[config.mk]
export PLATFORM = sky130hd
export DESIGN_NAME = sumador_arbiter
export DESIGN_NICKNAME = d
export VERILOG_FILES = /design/src/rtl/sumador_arbiter.sv
export SDC_FILE = /design/constraint.sdc
export NUM_CORES = 1
export LEC_CHECK = 0
export CORE_ASPECT_RATIO = 0.7
export CORE_MARGIN = 2
export CORE_UTILIZATION = 47
export CTS_CLUSTER_DIAMETER = 40
export CTS_CLUSTER_SIZE = 16
export DETAILED_ROUTE_END_ITERATION = 8
export PLACE_DENSITY = 0.82
export SYNTH_ARGS = -nofsm -noshare
export SYNTH_HDL_FRONTEND = slang
export SYNTH_SLANG_ARGS = --single-unit
[constraint.sdc]
create_clock -name clk -period 1.8 [get_ports clk]
set_input_delay 0.36 -clock clk [delete_from_list [all_inputs] [get_ports clk]]
set_output_delay 0.36 -clock clk [all_outputs]
set_load 0.03 [all_outputs]
[src/rtl/sumador_arbiter.sv]
// rtl/sumador_arbiter.sv - two-requester round-robin front end to one registered adder
module sumador_arbiter #(
    parameter int WIDTH = 8
) (
    input  logic             clk,
    input  logic             rst,
    input  logic             req0,
    input  logic [WIDTH-1:0] a0,
    input  logic [WIDTH-1:0] b0,
    input  logic             req1,
    input  logic [WIDTH-1:0] a1,
    input  logic [WIDTH-1:0] b1,
    output logic             gnt0,
    output logic             gnt1,
    output logic             rsp_valid,
    input  logic             rsp_ready,
    output logic             rsp_id,
    output logic [WIDTH-1:0] rsp_sum,
    output logic             rsp_carry,
    output logic             busy,
    output logic [7:0]       op_count
);

    typedef enum logic [1:0] {
        IDLE = 2'd0,
        EXEC = 2'd1,
        RESP = 2'd2
    } state_t;

    state_t           state;
    state_t           state_next;
    logic             last_id;
    logic             sel_id;
    logic             any_req;
    logic [WIDTH-1:0] cap_a;
    logic [WIDTH-1:0] cap_b;
    logic             cap_id;
    logic [WIDTH:0]   sum_full;

    assign any_req  = req0 | req1;
    assign sum_full = {1'b0, cap_a} + {1'b0, cap_b};
    assign busy     = (state != IDLE);

    // Round-robin pick: a lone request wins outright, a tie goes to whoever was not served last
    always_comb begin
        sel_id = req1;
        if (req0 && req1) begin
            sel_id = ~last_id;
        end
    end

    // State register
    always_ff @(posedge clk) begin
        if (rst) begin
            state <= IDLE;
        end else begin
            state <= state_next;
        end
    end

    // Next-state logic: one pass through EXEC, then park in RESP until the consumer takes it
    always_comb begin
        state_next = state;
        case (state)
            IDLE:    if (any_req) state_next = EXEC;
            EXEC:    state_next = RESP;
            RESP:    if (rsp_ready) state_next = IDLE;
            default: state_next = IDLE;
        endcase
    end

    // Grant outputs: only offered from IDLE, and suppressed while reset is held
    always_comb begin
        gnt0 = 1'b0;
        gnt1 = 1'b0;
        if (!rst && (state == IDLE) && any_req) begin
            gnt0 = ~sel_id;
            gnt1 = sel_id;
        end
    end

    // Datapath: operand capture on grant, registered add, response hold and completion count
    always_ff @(posedge clk) begin
        if (rst) begin
            last_id   <= 1'b1;
            cap_a     <= '0;
            cap_b     <= '0;
            cap_id    <= 1'b0;
            rsp_valid <= 1'b0;
            rsp_sum   <= '0;
            rsp_carry <= 1'b0;
            rsp_id    <= 1'b0;
            op_count  <= 8'd0;
        end else begin
            case (state)
                IDLE: begin
                    if (any_req) begin
                        cap_a   <= sel_id ? a1 : a0;
                        cap_b   <= sel_id ? b1 : b0;
                        cap_id  <= sel_id;
                        last_id <= sel_id;
                    end
                end
                EXEC: begin
                    rsp_sum   <= sum_full[WIDTH-1:0];
                    rsp_carry <= sum_full[WIDTH];
                    rsp_id    <= cap_id;
                    rsp_valid <= 1'b1;
                end
                RESP: begin
                    if (rsp_ready) begin
                        rsp_valid <= 1'b0;
                        op_count  <= op_count + 8'd1;
                    end
                end
                default: ;
            endcase
        end
    end

endmodule

# ---- Word level (Yosys, flattened, before mapping)
# Cells that the tools add are included.
dict set report totals {
  regBits 39
  latch_bits 0
  mem_bits_rw 0
  mem_bits_ro 0
  inputBits 37
  output_inout_bits 22
  wordCells 40
  n_memories 0
}
dict set report op_classes {
  addsub 2
  n_mul 0
  div_mod_pow 0
  order_cmp 0
  n_eq_ne 4
  n_shift 0
  n_mux 10
  n_bitwise 3
  n_reduce_logical 11
}
# cell count
set op_table {}
lappend op_table {{two-way mux 8 bit} 2}
lappend op_table {{adder 8 x 8 -> 9 bit} 1}
lappend op_table {{adder 8 x 1 -> 8 bit (second input constant)} 1}
lappend op_table {{AND reduction 2 bit} 4}
lappend op_table {{case mux 2 bit (3 select lines)} 1}
lappend op_table {{two-way mux 1 bit} 4}
lappend op_table {{two-way mux 2 bit} 2}
lappend op_table {{inequality test 2 bit (second input constant)} 2}
lappend op_table {{nonzero test 2 bit} 2}
lappend op_table {{logical AND 1 bit} 3}
lappend op_table {{equality test 2 x 1 -> 1 bit (second input constant)} 1}
lappend op_table {{equality test 2 bit (second input constant)} 1}
lappend op_table {{zero test 2 bit} 1}
lappend op_table {{inverter 1 bit} 2}
lappend op_table {{case mux 1 bit (2 select lines)} 1}
lappend op_table {{zero test 1 bit} 1}
lappend op_table {{bitwise OR 1 bit} 1}

# ---- Depth between registers and ports, before layout
# Gate-level depths: netlist of run 1.
dict set report depth {
  depth_word 4
  depth_mapped 6
  mapped_depth_nobuf 6
}

# ---- Least setup slack after synthesis of run 1
# Ideal clock, no wire load.
dict set report synth_timing {
  path_type {in2out}
  startpoint {in req1}
  endpoint {out gnt0}
  arrival_time_ns 1.775
  t_required_ns 1.440
  path_slack_ns -0.335
  path_stages 4
  path_buffers 2
  cell_sequence {a21boi_2 > buf_4 > buf_6 > nor4_1}
}
dict set report synth_between {
  elab_chain_cells 4
  elab_cells_between_ends 6
  classes_between {2 x mux; 2 x bitwise; 2 x reduce/logical}
}
# element line
set synth_lines {}
lappend synth_lines {{start, declared} 10} ;# input logic req1,
lappend synth_lines {{logical AND 1 bit} 47} ;# if (req0 && req1) begin
lappend synth_lines {{two-way mux 1 bit} 47}
lappend synth_lines {{inverter 1 bit} 77} ;# gnt0 = ~sel_id;
lappend synth_lines {{two-way mux 1 bit *} 76} ;# if (!rst && (state == IDLE) && any_req) begin
lappend synth_lines {{end, declared} 13} ;# output logic gnt0,
# Mark *: on every way between the ends. The rest lies on a longest branch, timed or not.

# ---- Worst setup path after layout of run 1
dict set report layout_timing {
  startpoint {reg state[0]}
  endpoint {out busy}
}
dict set report layout_between {
  elab_chain_cells 1
}
# element line
set layout_lines {}
lappend layout_lines {{start, declared} 30} ;# state_t state;
lappend layout_lines {{start signal, assigned} 57} ;# state <= state_next;
lappend layout_lines {{nonzero test 2 bit} 42} ;# assign busy = (state != IDLE);
lappend layout_lines {{end, declared} 20} ;# output logic busy,
# Every way passes these cells.

==> results of run 1 <==
[synthesized netlist by cell type (2+ instances only)]
library cell   n
xor2_1         7
buf_4          2
ha_1           9
a21oi_1       14
nor2_1        27
mux2i_1       17
and3_1         4
o21ai_0        4
nand3_1        6
nand4_1        5
nand2_1       14
inv_1          2
a211oi_2       9
nor3_1         3
dfxtp_1       39
a21o_1         2
buf_2          5
a211oi_1       9
buf_1          2
xnor2_1        2
clkbuf_1       3
[flip-flops by register name, indices dropped and copies added, names as in the netlist]
signal,count
cap_a,8
cap_b,8
cap_id,1
last_id,1
op_count,8
rsp_carry,1
rsp_id,1
rsp_sum,8
rsp_valid,1
state,2
[logic make-up (layout without fill, tap and decap cells)]
kind of cell | after synthesis | after routing | share of synthesized area [%]
xor gates and xnor gates | 9 | 9 | 3.983
AOI/OAI and AO/OA | 49 | 49 | 18.84
adders and majority gates | 10 | 10 | 6.701
muxes | 17 | 17 | 8.597
DFF | 39 | 39 | 39.44
and+or+nand+nor | 73 | 74 | 18.33
buffers and inverters | 16 | 78 | 4.108
[worst register-to-register path, cell delays in order, from the launching register on]
cell,delay (ns)
dfxtp_1,0.34
ha_1,0.22
fa_2,0.36
a21o_1,0.21
a211o_1,0.29
a21o_1,0.16
o211ai_1,0.07
[layer usage]
metal / GRT usage, % / vias to the layer above / wire length [um]
li1: - / 901 / -
met1: 27.88 / 811 / 2186
met2: 31.50 / 66 / 2030
met3: 5.982 / 5 / 360
met4: 6.780 / 0 / 60
met5: 0 / - / 0
[worst min path at each step]
stage	from	to	depth (start not counted)
2_1_floorplan	cap_id$_SDFFE_PP0P_	cap_id$_SDFFE_PP0P_	2
3_3_place_gp	rsp_sum[3]$_SDFFE_PP0P_	rsp_sum[3]$_SDFFE_PP0P_	2
3_5_place_dp	rsp_id$_SDFFE_PP0P_	rsp_id$_SDFFE_PP0P_	2
4_1_cts	rsp_id$_SDFFE_PP0P_	rsp_id$_SDFFE_PP0P_	2
5_1_grt	rsp_id$_SDFFE_PP0P_	rsp_id$_SDFFE_PP0P_	2
6_report	rsp_id$_SDFFE_PP0P_	rsp_id$_SDFFE_PP0P_	2
[power by group through the flow]
stage,Combinational (mW),Sequential (mW),Clock (mW)
6_report,0.638,0.998,0.537
3_3_place_gp,0.603,1.01,0
2_1_floorplan,0.360,1.05,0
5_1_grt,0.692,1.01,0.590
3_5_place_dp,0.617,1.02,0
4_1_cts,0.619,0.996,0.547
[layout make-up]
cell class | count | area [um2] | share of cell area, %
Inverter | 3 | 11.26 | 0.4063
Multi-Input combinational cell | 159 | 1154 | 41.63
Tap cell | 52 | 65.06 | 2.348
Timing Repair Buffer | 69 | 688.2 | 24.83
Sequential cell | 39 | 780.7 | 28.17
Clock buffer | 6 | 72.57 | 2.619
[timing repair]
| item | CTS | global route |
|---|---|---|
| resized for setup | 1 | 12 |
| pin swaps | 0 | 3 |
| cloned | 0 | 1 |
| endpoints found under the setup margin | 3 | 13 |
| hold buffers | 0 | 0 |
| setup buffers | 0 | 1 |
==> out/qor.csv, run 1 <==
stage,metric,value,unit
run_status,outcome,completed,
floorplanning,initial_core_util,49.86,%
finish,finalNonFillerCells,328,
finish,area_growth,40.01,%
synthesis,synthTopCellsByArea,"dfxtp_1, mux2i_1, a211oi_2",
global_route,grt_max_degree,34,
pwr,power.share.clock,24.7,%
synthesis,ys_ff_latch,39,
pwr,p_leak,1.169,nW
flow_run,cap_violations,0,
synthesis,synth_edf_count,0,
synthesis,yosys_most_used_dff,dfxtp_1,
finish,final_net_count,324,
global_route,track_usage,20.51,%
synthesis,yosysWarnings,0,
cts,worstSkewPairLatency,0.29,ns
pwr,p_switching,675.1,uW
finish,layout_common_cells,"clkdlybuf4s50_1, dfxtp_1, nor2_1",
timing,slew_headroom,45.15,%
cts,cts_buffer_depth,2,
synthesis,netlist_instances,213,
finish,final.fill_count,319,
floorplanning,die_w,81.57,um
critical_path,path_buf_inv,2,
cts,path_clk_slew,0.07,ns
critical_path,reg2reg_from,cap_b[0]$_SDFFE_PP0P_,
pwr,ir_drop,497.9,uV
critical_path,critPathCaptureType,primary output,
placement,dp_cells,320,
finish,design_area,2771,um2
routing,drc_errors,0,
finish,final_common_cell,clkdlybuf4s50_1,
synthesis,yosysUniqueCellTypes,49,
timing,finalHoldViolCount,0,
floorplanning,pin_count,59,
timing,worstMarginPinSlew,0.8219,ns
finish,final_util,69.81,%
timing,drv_slew,0,
critical_path,cp-start-kind,flop,
routing,via_count,1783,
critical_path,r2r_cells,6,
pwr,power,2.173,mW
critical_path,crit_start,state[0]$_SDFFE_PP0P_,
placement,gp_congestion,0.8061,
pwr,pwr-share-seq,45.9,%
critical_path,r2r_setup_slack,0.10,ns
timing,clock_skew,0.002645,ns
min_path,hp-class,flop to flop,
critical_path,cp_max_fo,5,
routing,wl_per_cell,14.13,um
cts,cts_tree,yes,
timing,max_freq,575.3,MHz
floorplanning,core-area,3970,um2
synthesis,synth_top_area_share,39.44,%
global_route,antenna_found_initial,0,
critical_path,cp_data_arrival_time,1.38,ns
routing,drtIter0Drc,70,
pwr,p_per_area,783.9,nW/um2
critical_path,worstPathRequired,1.44,ns
critical_path,timing.rr.end,rsp_sum[6]$_SDFFE_PP0P_,
placement,port_buffers,58,
floorplanning,chipHeight,58.30,um
synthesis,synth.avg_cell_area,9.293,um2
critical_path,crit_cells,3,
critical_path,cp_cell_sequence,nor2_2 > inv_2 > dlygate4sd2_1,
critical_path,crit_end,busy,
synthesis,synth_fp_nets,260,
timing,timing.setup.tns,0,ns
cts,cts_buffers,5,
global_route,grt_pass1_wl,7.389,mm
pwr,p_int,1.497,mW
critical_path,path_delay_family,buffers and inverters,
critical_path,worst-setup-path-type,flop to primary output,
synthesis,yosysTopAreaCell,dfxtp_1,
routing,antenna_left,0,
global_route,grt_pass1_vias,1635,
cts,htree_num_levels,2,
routing,drt_first_pass_iters,4,
timing,setup_ws,0.06186,ns
synthesis,syn_area,1979,um2
finish,antennaDiodeCount,0,
timing,finalCriticalPeriod,1.738,ns
timing,setup_violations,0,
critical_path,max_stage_delay,0.42,ns
placement,dpl_cell_area,2644,um2
routing,avgViaCountPerCell,5.436,
synthesis,async_flop_share,0,%
placement,dp_slack,-0.1916,ns
timing,fin_crit_sh,96.56,%
floorplanning,die-area,4755,um2
synthesis,seq_area_frac_synth,39.44,%
global_route,overflow,0,
critical_path,cp_slowest_cell,dfxtp_1,
placement,dp_hpwl,3.443,mm
cts,clock-sinks,39,
finish,drive_above_1_share,14.13,%
cts,root_buffer,clkbuf_8,
timing,holdWs,0.4535,ns
pwr,swShare,31.07,%
routing,wl,4.636,mm
pwr,power_frac_comb,29.4,%
floorplanning,rows,19,
(Power assumes the default switching activity.)
==> run 2, diff against run 1 <==
- HOLD_SLACK_MARGIN: default -> 0.08
==> results of run 2 <==
Same layout as run 1: the final DEF is identical, and so are final timing and power.
==> edit, RTL diff (config.mk and constraints of run 1) <==
Re-encode `state_t` (3 states) as one-hot, 3 bits wide.
--- a/src/rtl/sumador_arbiter.sv
+++ b/src/rtl/sumador_arbiter.sv
@@ -23,6 +23,6 @@
 
-    typedef enum logic [1:0] {
-        IDLE = 2'd0,
-        EXEC = 2'd1,
-        RESP = 2'd2
+    typedef enum logic [2:0] {
+        IDLE = 3'b001,
+        EXEC = 3'b010,
+        RESP = 3'b100
     } state_t;
Check against the original RTL: no difference found for any inputs over 10 cycles, from zero or initial values and one cycle with rst high; not proved beyond that.
==> edit against run 1 <==
The run now ends with setup timing left; final area rose by 10%; global-route usage rose by 2.2 points; synthesized area is 2.0% higher; sequential cell count is 1 higher; wire length is 10% higher; core utilization rose by 6.3 points; power rose by 22%; setup slack got worse by 0.17 ns; maximum frequency fell by 8.7%; hold slack gained 0.0054 ns; critical path type unchanged; critical endpoint is now gnt1; largest cell class unchanged.
==> edit: results (changes against run 1) <==
- Final setup margin: -0.104 ns (-0.166 ns)
- N_diodes: 0 (unchanged)
- Wire length of the first global-routing pass: 8310 um (+13%)
- Last weighted congestion value of the routability-driven placer: 0.851 (+5.6%)
- Number of global-route vias before repair: 1818 (+11%)
- Leakage dissipation: 1.27 nW (+8.3%)
- Number of buffer cells added on primary ports: 58 (unchanged)
- Final routed wire length divided by cell count: 14.5 um (+2.4%)
- Synth Area per Inst: 9.26 um^2 (-0.38%)
- Global router's overall resource usage: 22.7% (+2.2 points)
- Vias per std cell: 5.39 (-0.93%)
- Worst vdd ir: 0.585 mV (+17%)
- Maximum net fanout on the critical path: 3 (-2)
- Pin count of the biggest net entering global routing: 19 (-44%)
- Number of nets in the synthesized netlist: 265 (+1.9%)
- Slew @ Worst Pin: 0.351 ns (-0.470 ns)
- Critical Path AT: 1.54 ns (+0.16 ns)
- Dpl cells: 337 (+5.3%)
- Count of unique library cells instantiated by Yosys: 39 (-20%)
- Final HPWL DP: 3640 um (+5.7%)
- R2r setup slk: -0.02 ns (-0.12 ns)
- Crit path launch: state[2]
- R2R Path Start: cap_b[0]
- Hold path startpoint: rsp_sum[3]
- Most frequent cells after synthesis: dfxtp_1, nor2_1, mux2i_1
- Fin nets: 347 (+7.1%)
- Failing checks: setup timing
- Proportion of layout cells with a drive suffix above 1: 23.6% (+9.5 points)
- Clk Tree Root Cell: clkbuf_8
- Fraction of synthesis flops using an asynchronous set or reset pin: 0% (unchanged)
- Ranking of synthesized cells by area: dfxtp_1, mux2i_1, a211oi_2
- DRC marker count from the first detailed-route iteration: 181 (+160%)
- Result of the run: finished with violations
- WL final: 5110 um (+10%)
- Final setup violation count: 3 (+3)
- Share of the yosys chip area belonging to registers: 39.7% (+0.23 points)
- Setup Skew: 0.0125 ns (+0.00982 ns)
edit: power by group:
part	switching (mW)	internal [mW]	total, mW
Clock	0.320	0.489	0.809
Sequential	0.0580	0.966	1.02
Combinational	0.403	0.416	0.820
edit: logic make-up (layout without fill, tap and decap cells):
logic type,after synthesis,in the layout,share of synthesized area [%]
buffers and inverters,19,102,4.53
multiplexers,17,17,8.43
adder cells (fa/ha/maj),10,10,6.57
flip-flops,40,40,39.7
XOR/XNOR,8,8,3.47
AND/OR/NAND/NOR,78,78,19.9
AO/OA/AOI/OAI,46,46,17.4
edit: cell type report:
type                       count  area, um^2
timing repair buffer          88         840
clock buffer                   7        96.3
tap                           52        65.1
multi-input combinational    159        1200
fill                         279         958
inverter                       6        22.5
sequential                    40         806
clock inverter                 1        30.0
edit: metal layers:
metal | up-vias | share of wire [%] | global-route usage (%)
li1 | 943 | - | -
met4 | 0 | 0.86 | 6.43
met3 | 6 | 6.6 | 6.75
met1 | 882 | 44 | 28.5
met5 | - | 0 | 0
met2 | 70 | 48 | 37.9
edit: critical path, stage by stage (launching register included):
cell and delay, ns:
dfxtp_2 0.32, or3b_4 0.42, buf_6 0.14, nor3b_4 0.20, buf_6 0.16
edit: final timing paths:
path / end / depth (start not counted)
min reg2reg: rsp_sum[3] / 2
max: gnt1 / 4
min: rsp_sum[3] / 2
max reg2reg: rsp_sum[6] / 6
edit: per-stage QoR:
stage / setup TNS [ns] / utilization [%] / setup slack, ns / cell area, um^2 / hold slack [ns]
6_report: -0.176 / 76.1 / -0.104 / 3060 / 0.459
4_1_cts: -0.195 / 74.4 / -0.118 / 2990 / 0.461
3_5_place_dp: -0.187 / 69.9 / -0.0664 / 2810 / 0.449
5_1_grt: -0.375 / 76.1 / -0.147 / 3060 / 0.475
3_3_place_gp: -0.0338 / 69.9 / -0.0187 / 2810 / 0.441
2_1_floorplan: 0 / - / 0.0176 / 2040 / 0.427
edit: repair_timing:
item / CTS / global route
pin swaps: 4 / 6
hold buffers: 0 / 0
gates resized for setup: 12 / 13
setup buffers: 3 / 5
endpoints found under the setup margin: 4 / 9
